### src/rtl/fifo_arb_pkg.sv
// Shared types and helpers for the FIFO write/read-side arbiters.
package fifo_arb_pkg;

  typedef enum logic {
    ARB_IDLE  = 1'b0,
    ARB_GRANT = 1'b1
  } arb_state_e;

  localparam int ARB_DSIZE_DEF     = 128;
  localparam int ARB_BURST_LEN_DEF = 8;

  // Index width for a requester count; never narrower than one bit.
  function automatic int ARB_IDW(input int nreq);
    return (nreq <= 2) ? 1 : $clog2(nreq);
  endfunction

endpackage

### src/rtl/rr_pick.sv
// Combinational round-robin picker: first asserted req searching from last+1 mod NREQ.
module rr_pick
  import fifo_arb_pkg::*;
#(
  parameter int NREQ = 4
) (
  input  logic [NREQ-1:0]          req,
  input  logic [ARB_IDW(NREQ)-1:0] last,
  output logic                     any,
  output logic [ARB_IDW(NREQ)-1:0] idx
);

  localparam int IDW = ARB_IDW(NREQ);

  always_comb begin
    logic [IDW-1:0] k;
    any = 1'b0;
    idx = '0;
    k   = '0;
    for (int i = 1; i <= NREQ; i++) begin
      k = IDW'((int'(last) + i) % NREQ);
      if (!any && req[k]) begin
        any = 1'b1;
        idx = k;
      end
    end
  end

endmodule

### src/rtl/fifo_wr_arbiter.sv
// Round-robin arbiter sharing the dual-clock FIFO write port among NREQ producers.
// Define WR_ARB_BURST_EN to hold each grant for up to BURST_LEN words; otherwise word-level round-robin.
module fifo_wr_arbiter
  import fifo_arb_pkg::*;
#(
  parameter int NREQ      = 4,
  parameter int DSIZE     = ARB_DSIZE_DEF,
  parameter int BURST_LEN = ARB_BURST_LEN_DEF
) (
  input  logic                     wclk,
  input  logic                     wrst,
  input  logic [NREQ-1:0]          req,
  input  logic [NREQ*DSIZE-1:0]    din,
  output logic [NREQ-1:0]          ack,
  input  logic                     wfull,
  output logic                     winc,
  output logic [DSIZE-1:0]         wdata,
  output logic                     gnt_valid,
  output logic [ARB_IDW(NREQ)-1:0] gnt_id
);

  localparam int IDW = ARB_IDW(NREQ);

  arb_state_e     state_q;
  logic [IDW-1:0] gnt_id_q;
  logic [IDW-1:0] last_q;

  logic           pick_any;
  logic [IDW-1:0] pick_idx;
  logic           hold_req;
  logic           xfer;
  logic           burst_done;
  logic           rel;
  logic           regrant;

  rr_pick #(.NREQ(NREQ)) u_pick (
    .req  (req),
    .last (last_q),
    .any  (pick_any),
    .idx  (pick_idx)
  );

  // Write strobes come straight from the registered grant so the holder streams every cycle.
  assign hold_req = req[gnt_id_q];
  assign xfer     = (state_q == ARB_GRANT) && hold_req && !wfull && !wrst;
  assign winc     = xfer;
  assign ack      = xfer ? (NREQ'(1) << gnt_id_q) : '0;

  always_comb begin
    wdata = '0;
    for (int i = 0; i < NREQ; i++) begin
      if (xfer && (gnt_id_q == IDW'(i))) begin
        wdata = din[i*DSIZE +: DSIZE];
      end
    end
  end

`ifdef WR_ARB_BURST_EN
  localparam int BCW = $clog2(BURST_LEN + 1);

  logic [BCW-1:0] beat_q;

  assign burst_done = xfer && (beat_q == BCW'(BURST_LEN - 1));

  always_ff @(posedge wclk) begin
    if (wrst || regrant) begin
      beat_q <= '0;
    end else if (xfer && (beat_q != BCW'(BURST_LEN))) begin
      beat_q <= beat_q + 1'b1;
    end
  end
`else
  // BURST_LEN has no effect when every grant covers exactly one word.
  logic [31:0] unused_burst_len;
  assign unused_burst_len = 32'(BURST_LEN);
  assign burst_done       = xfer;
`endif

  assign rel     = (state_q == ARB_GRANT) && (!hold_req || burst_done);
  assign regrant = ((state_q == ARB_IDLE) || rel) && pick_any;

  // On release the picker runs in the same cycle, so handover costs no idle cycle.
  always_ff @(posedge wclk) begin
    if (wrst) begin
      state_q  <= ARB_IDLE;
      gnt_id_q <= '0;
      last_q   <= IDW'(NREQ - 1);
    end else if ((state_q == ARB_IDLE) || rel) begin
      if (pick_any) begin
        state_q  <= ARB_GRANT;
        gnt_id_q <= pick_idx;
        last_q   <= pick_idx;
      end else begin
        state_q  <= ARB_IDLE;
        gnt_id_q <= '0;
      end
    end
  end

  assign gnt_valid = (state_q == ARB_GRANT);
  assign gnt_id    = gnt_id_q;

endmodule

### config.mk
export PLATFORM = sky130hd
export DESIGN_NAME = fifo_wr_arbiter
export DESIGN_NICKNAME = d
export VERILOG_FILES = /design/src/rtl/fifo_arb_pkg.sv /design/src/rtl/rr_pick.sv /design/src/rtl/fifo_wr_arbiter.sv
export SDC_FILE = /design/constraint.sdc
export NUM_CORES = 1
export LEC_CHECK = 0
export ABC_CLOCK_PERIOD_IN_PS = 2000
export CAP_MARGIN = 25
export CORE_AREA = 2 2 254 256
export DETAILED_ROUTE_END_ITERATION = 7
export DIE_AREA = 0 0 256 258
export HOLD_SLACK_MARGIN = 0.02
export PLACE_DENSITY = 0.41
export SETUP_SLACK_MARGIN = 0.5
export SLEW_MARGIN = 30
export SYNTH_ARGS = -nofsm -noshare
export SYNTH_HDL_FRONTEND = slang
export SYNTH_SLANG_ARGS = --single-unit
### constraint.sdc
create_clock -name wclk -period 2 [get_ports wclk]
set_input_delay 0.4 -clock wclk [delete_from_list [all_inputs] [get_ports wclk]]
set_output_delay 0.4 -clock wclk [all_outputs]
set_load 0.01 [all_outputs]
==> impl_results.md <==
- Nets: 1,896
- Area leader, netlist: mux2i_1
- WL final: 52,700 um
- Max stage delay on crit path: 0.41 ns
- Setup TNS: -48.03 ns
- Seq cells post-synth: 5
- CTS HTree Levels: 1
- Critical path type: register to output pin
- Worst-path clk slew: 0.04 ns
- Critical Path, Cell by Cell: mux2i_4 -> nor3_4 -> buf_12 -> nand2_8 -> inv_12 -> buf_12 -> buf_12 -> a221o_1 -> buf_2
- Largest cells by area after synthesis: mux2i_1 21%, a2bb2oi_1 12%, a22oi_1 11%
- DR WL/cell: 23.6 um
- Post-Syn Instances: 547
- RSZ-0062 raised after global routing: true
- Num Clock Sinks: 5
- Reg2Reg Depth: 6
- Initial core utilization: 0.0606
- Yosys cell types: 34
- Synth Flop Type: dfxtp_1
- Cell mode on critical path: buf_12
- Remaining global-route overflow: 0
- Critical path origin: gnt_id[0]
- Status: finished with violations
- Reg2reg setup slack: 0.32 ns
- End of the critical path: wdata[29]
- Crit path time final: 2.49 ns
- Post-place setup slack: -1.32 ns
- Clock Latency Late Sink: 0.24 ns
- HPWL reported at the end of detailed placement: 39,800 um
- Routability cong.: roughly 0.9
- Logic gate share of total power: 0.874
- Antenna Nets Post-Route: 0
- Global-route wire length before repair: ~71,000 um
- Post-synth top area share: 0.208
- DRC viols: 0
- Die Y-Extent: between 200 and 300 um
- Synthesized area: 0.00386 mm2
- Avg Inst Size Synth: roughly 7.1 um2
- Core area: roughly 0.064 mm2
- Synth async-reset ratio: 0
- Final Max Tran Viols: 0
- Die area: between 0.06 and 0.07 mm2
- Fin crit share: 1.24
- Setup violations, final: around 130
- Net Switching: roughly 1.4 mW
- Post-synth EDFFs: 0
- Worst reg2reg startpoint: gnt_id[0]
- Crit. End Element: output pin
- Relative slew slack: 0.722
- Initial DRC count: 319
- Largest net degree at the start of global routing: 36
- Syn nets: 1,066
- Sw Ratio: 0.369
- Gr usage total: 0.149
- Leakage power: 5.74 nW
- Total CTS buffers: 3
- Layout Skew: just over 0.001 ns
- Synth warn: 0
- Row Count: 93
- CTS max path bufs: 2
- CTS tree: yes
- Reg2reg end: last_q[1]
- Failing checks: setup timing
- Final Hold Fails: 0
- Clock Tree Root: clkbuf_16
- Max Cap Viol: 0
- Via density per instance: approximately 3.8
- Required @ worst endpoint: 1.60 ns
- Vias in the first global route: about 9,100
- Number of I/O port buffers: 654
- Setup ws final: -0.487 ns
- Highest clock rate: 0.402 GHz
- Sequential Power Share: 0.036
- Layout cells sized above 1: 0.445
- Post-synthesis sequential area ratio: 0.0259
- Vias: 8,481
- CP max-delay cell: dfxtp_4
- Initial antenna violation count: 7
- CP Max Fanout: 7
- Clock power share: 0.090
- Detailed Routing Iterations Pass 1: 4
- Internal power: between 2 and 2.5 mW
- VDD IR max: approximately 230 uV
- IO Pins: 655
- Worst Tran Pin Value: 0.418 ns
- Die Span X: 256 um
- Startpoint types: register
- PwrDens: 241 mW/mm2
- CP arrival: 2.09 ns
- Hold WC Path Type: primary input to register
- Area Growth Syn to Fin: 319%
## worst min-delay path by stage
stage,from,endpoint,slack [ns],cells after the start
after floorplan,wrst,gnt_valid,0.46,1
after global placement,last_q[0],last_q[0],0.55,2
after detailed placement,last_q[0],last_q[0],0.56,2
after CTS,wrst,gnt_id[0],0.46,3
after global routing,wrst,gnt_valid,0.49,3
final,wrst,gnt_valid,0.47,3
## worst max-delay path: cells and delay by family (launching register included)
kind / cells / cell delay [ns]
buffers and inverters: 5 / 0.60
DFF: 1 / 0.41
AOI/OAI and AO/OA: 1 / 0.33
muxes: 1 / 0.32
and+or+nand+nor: 2 / 0.17
## layout make-up
type	count	area, um2
fill	6795	47500
timing repair buffer	897	9570
multi-input combinational	465	5280
tap	855	1070
sequential	5	109
clock buffer	4	78.8
inverter	5	38.8
antenna	3	7.51
## cell usage in the layout (no fill, tap or decap), types with 25 or more instances in the layout
cell,count
clkdlybuf4s50_1,512
buf_4,103
buf_6,93
buf_2,84
nand2_1,72
buf_12,54
a22oi_2,47
o21ai_0,47
mux2i_4,43
a2bb2oi_2,43
o22ai_4,37
a221o_1,36
buf_16,26
mux2i_1,25
## repair_timing
action / CTS / global route
pin swaps: 100 / 53
gates resized for setup: 773 / 120
setup endpoints to repair: 140 / 138
buffers inserted: 71 / 38
hold buffers: 0 / 0
cloned: 23 / 4
## cell usage after synthesis, drive strengths merged (2+ instances only)
cell type / number
a21oi: 2
a221o: 36
a221oi: 38
a22oi: 55
a2bb2oi: 53
buf: 27
clkbuf: 45
dfxtp: 5
inv: 5
mux2i: 80
nand2: 77
nand2b: 3
nor2: 10
nor2b: 2
nor3: 2
nor4: 2
o21ai: 54
o22ai: 40
or2: 2
## flip-flops by register name, summed over array words and instances, names as in the netlist
signal / count
gnt_id: 2
last_q: 2
gnt_valid: 1
## layer usage
layer  track usage  up-vias  wire (um)
li1              -     3939          -
met1         0.162     4002      19600
met2         0.285      473      27800
met4        0.0432        8       1670
met3        0.0335       59       3480
met5             0        -         54
## stage by stage
| stage | total power [mW] | utilization | cells | hold slack, ns | cell area [um2] |
|---|---|---|---|---|---|
| after detailed placement | 2.84 | 0.208 | 2091 | 0.561 | 13200 |
| after global placement | 2.83 | 0.208 | 2091 | 0.555 | 13200 |
| after CTS | 3.70 | 0.238 | 2189 | 0.459 | 15200 |
| final | 3.88 | 0.254 | 2234 | 0.468 | 16200 |
| after global routing | 4.05 | 0.254 | 2234 | 0.491 | 16200 |
| after floorplan | 1.21 | - | 547 | 0.462 | 5070 |
## power by group through the flow
stage          clock [mW]  combinational [mW]  sequential [mW]
5_1_grt             0.351                3.55            0.143
2_1_floorplan           0                1.08            0.132
6_report            0.350                3.40            0.140
3_5_place_dp            0                2.70            0.142
4_1_cts             0.349                3.21            0.139
3_3_place_gp            0                2.69            0.142
## cell families (layout without fill, tap and decap cells)
| kind of cell | after synthesis | in the layout | synth area share |
|---|---|---|---|
| simple gates | 100 | 100 | 0.119 |
| other cells | 0 | 3 | 0 |
| compound gates | 285 | 285 | 0.560 |
| mux | 80 | 80 | 0.208 |
| flops | 5 | 5 | 0.0259 |
| buf+inv | 77 | 906 | 0.0879 |
Note: power is estimated with default switching activity, not from simulation.
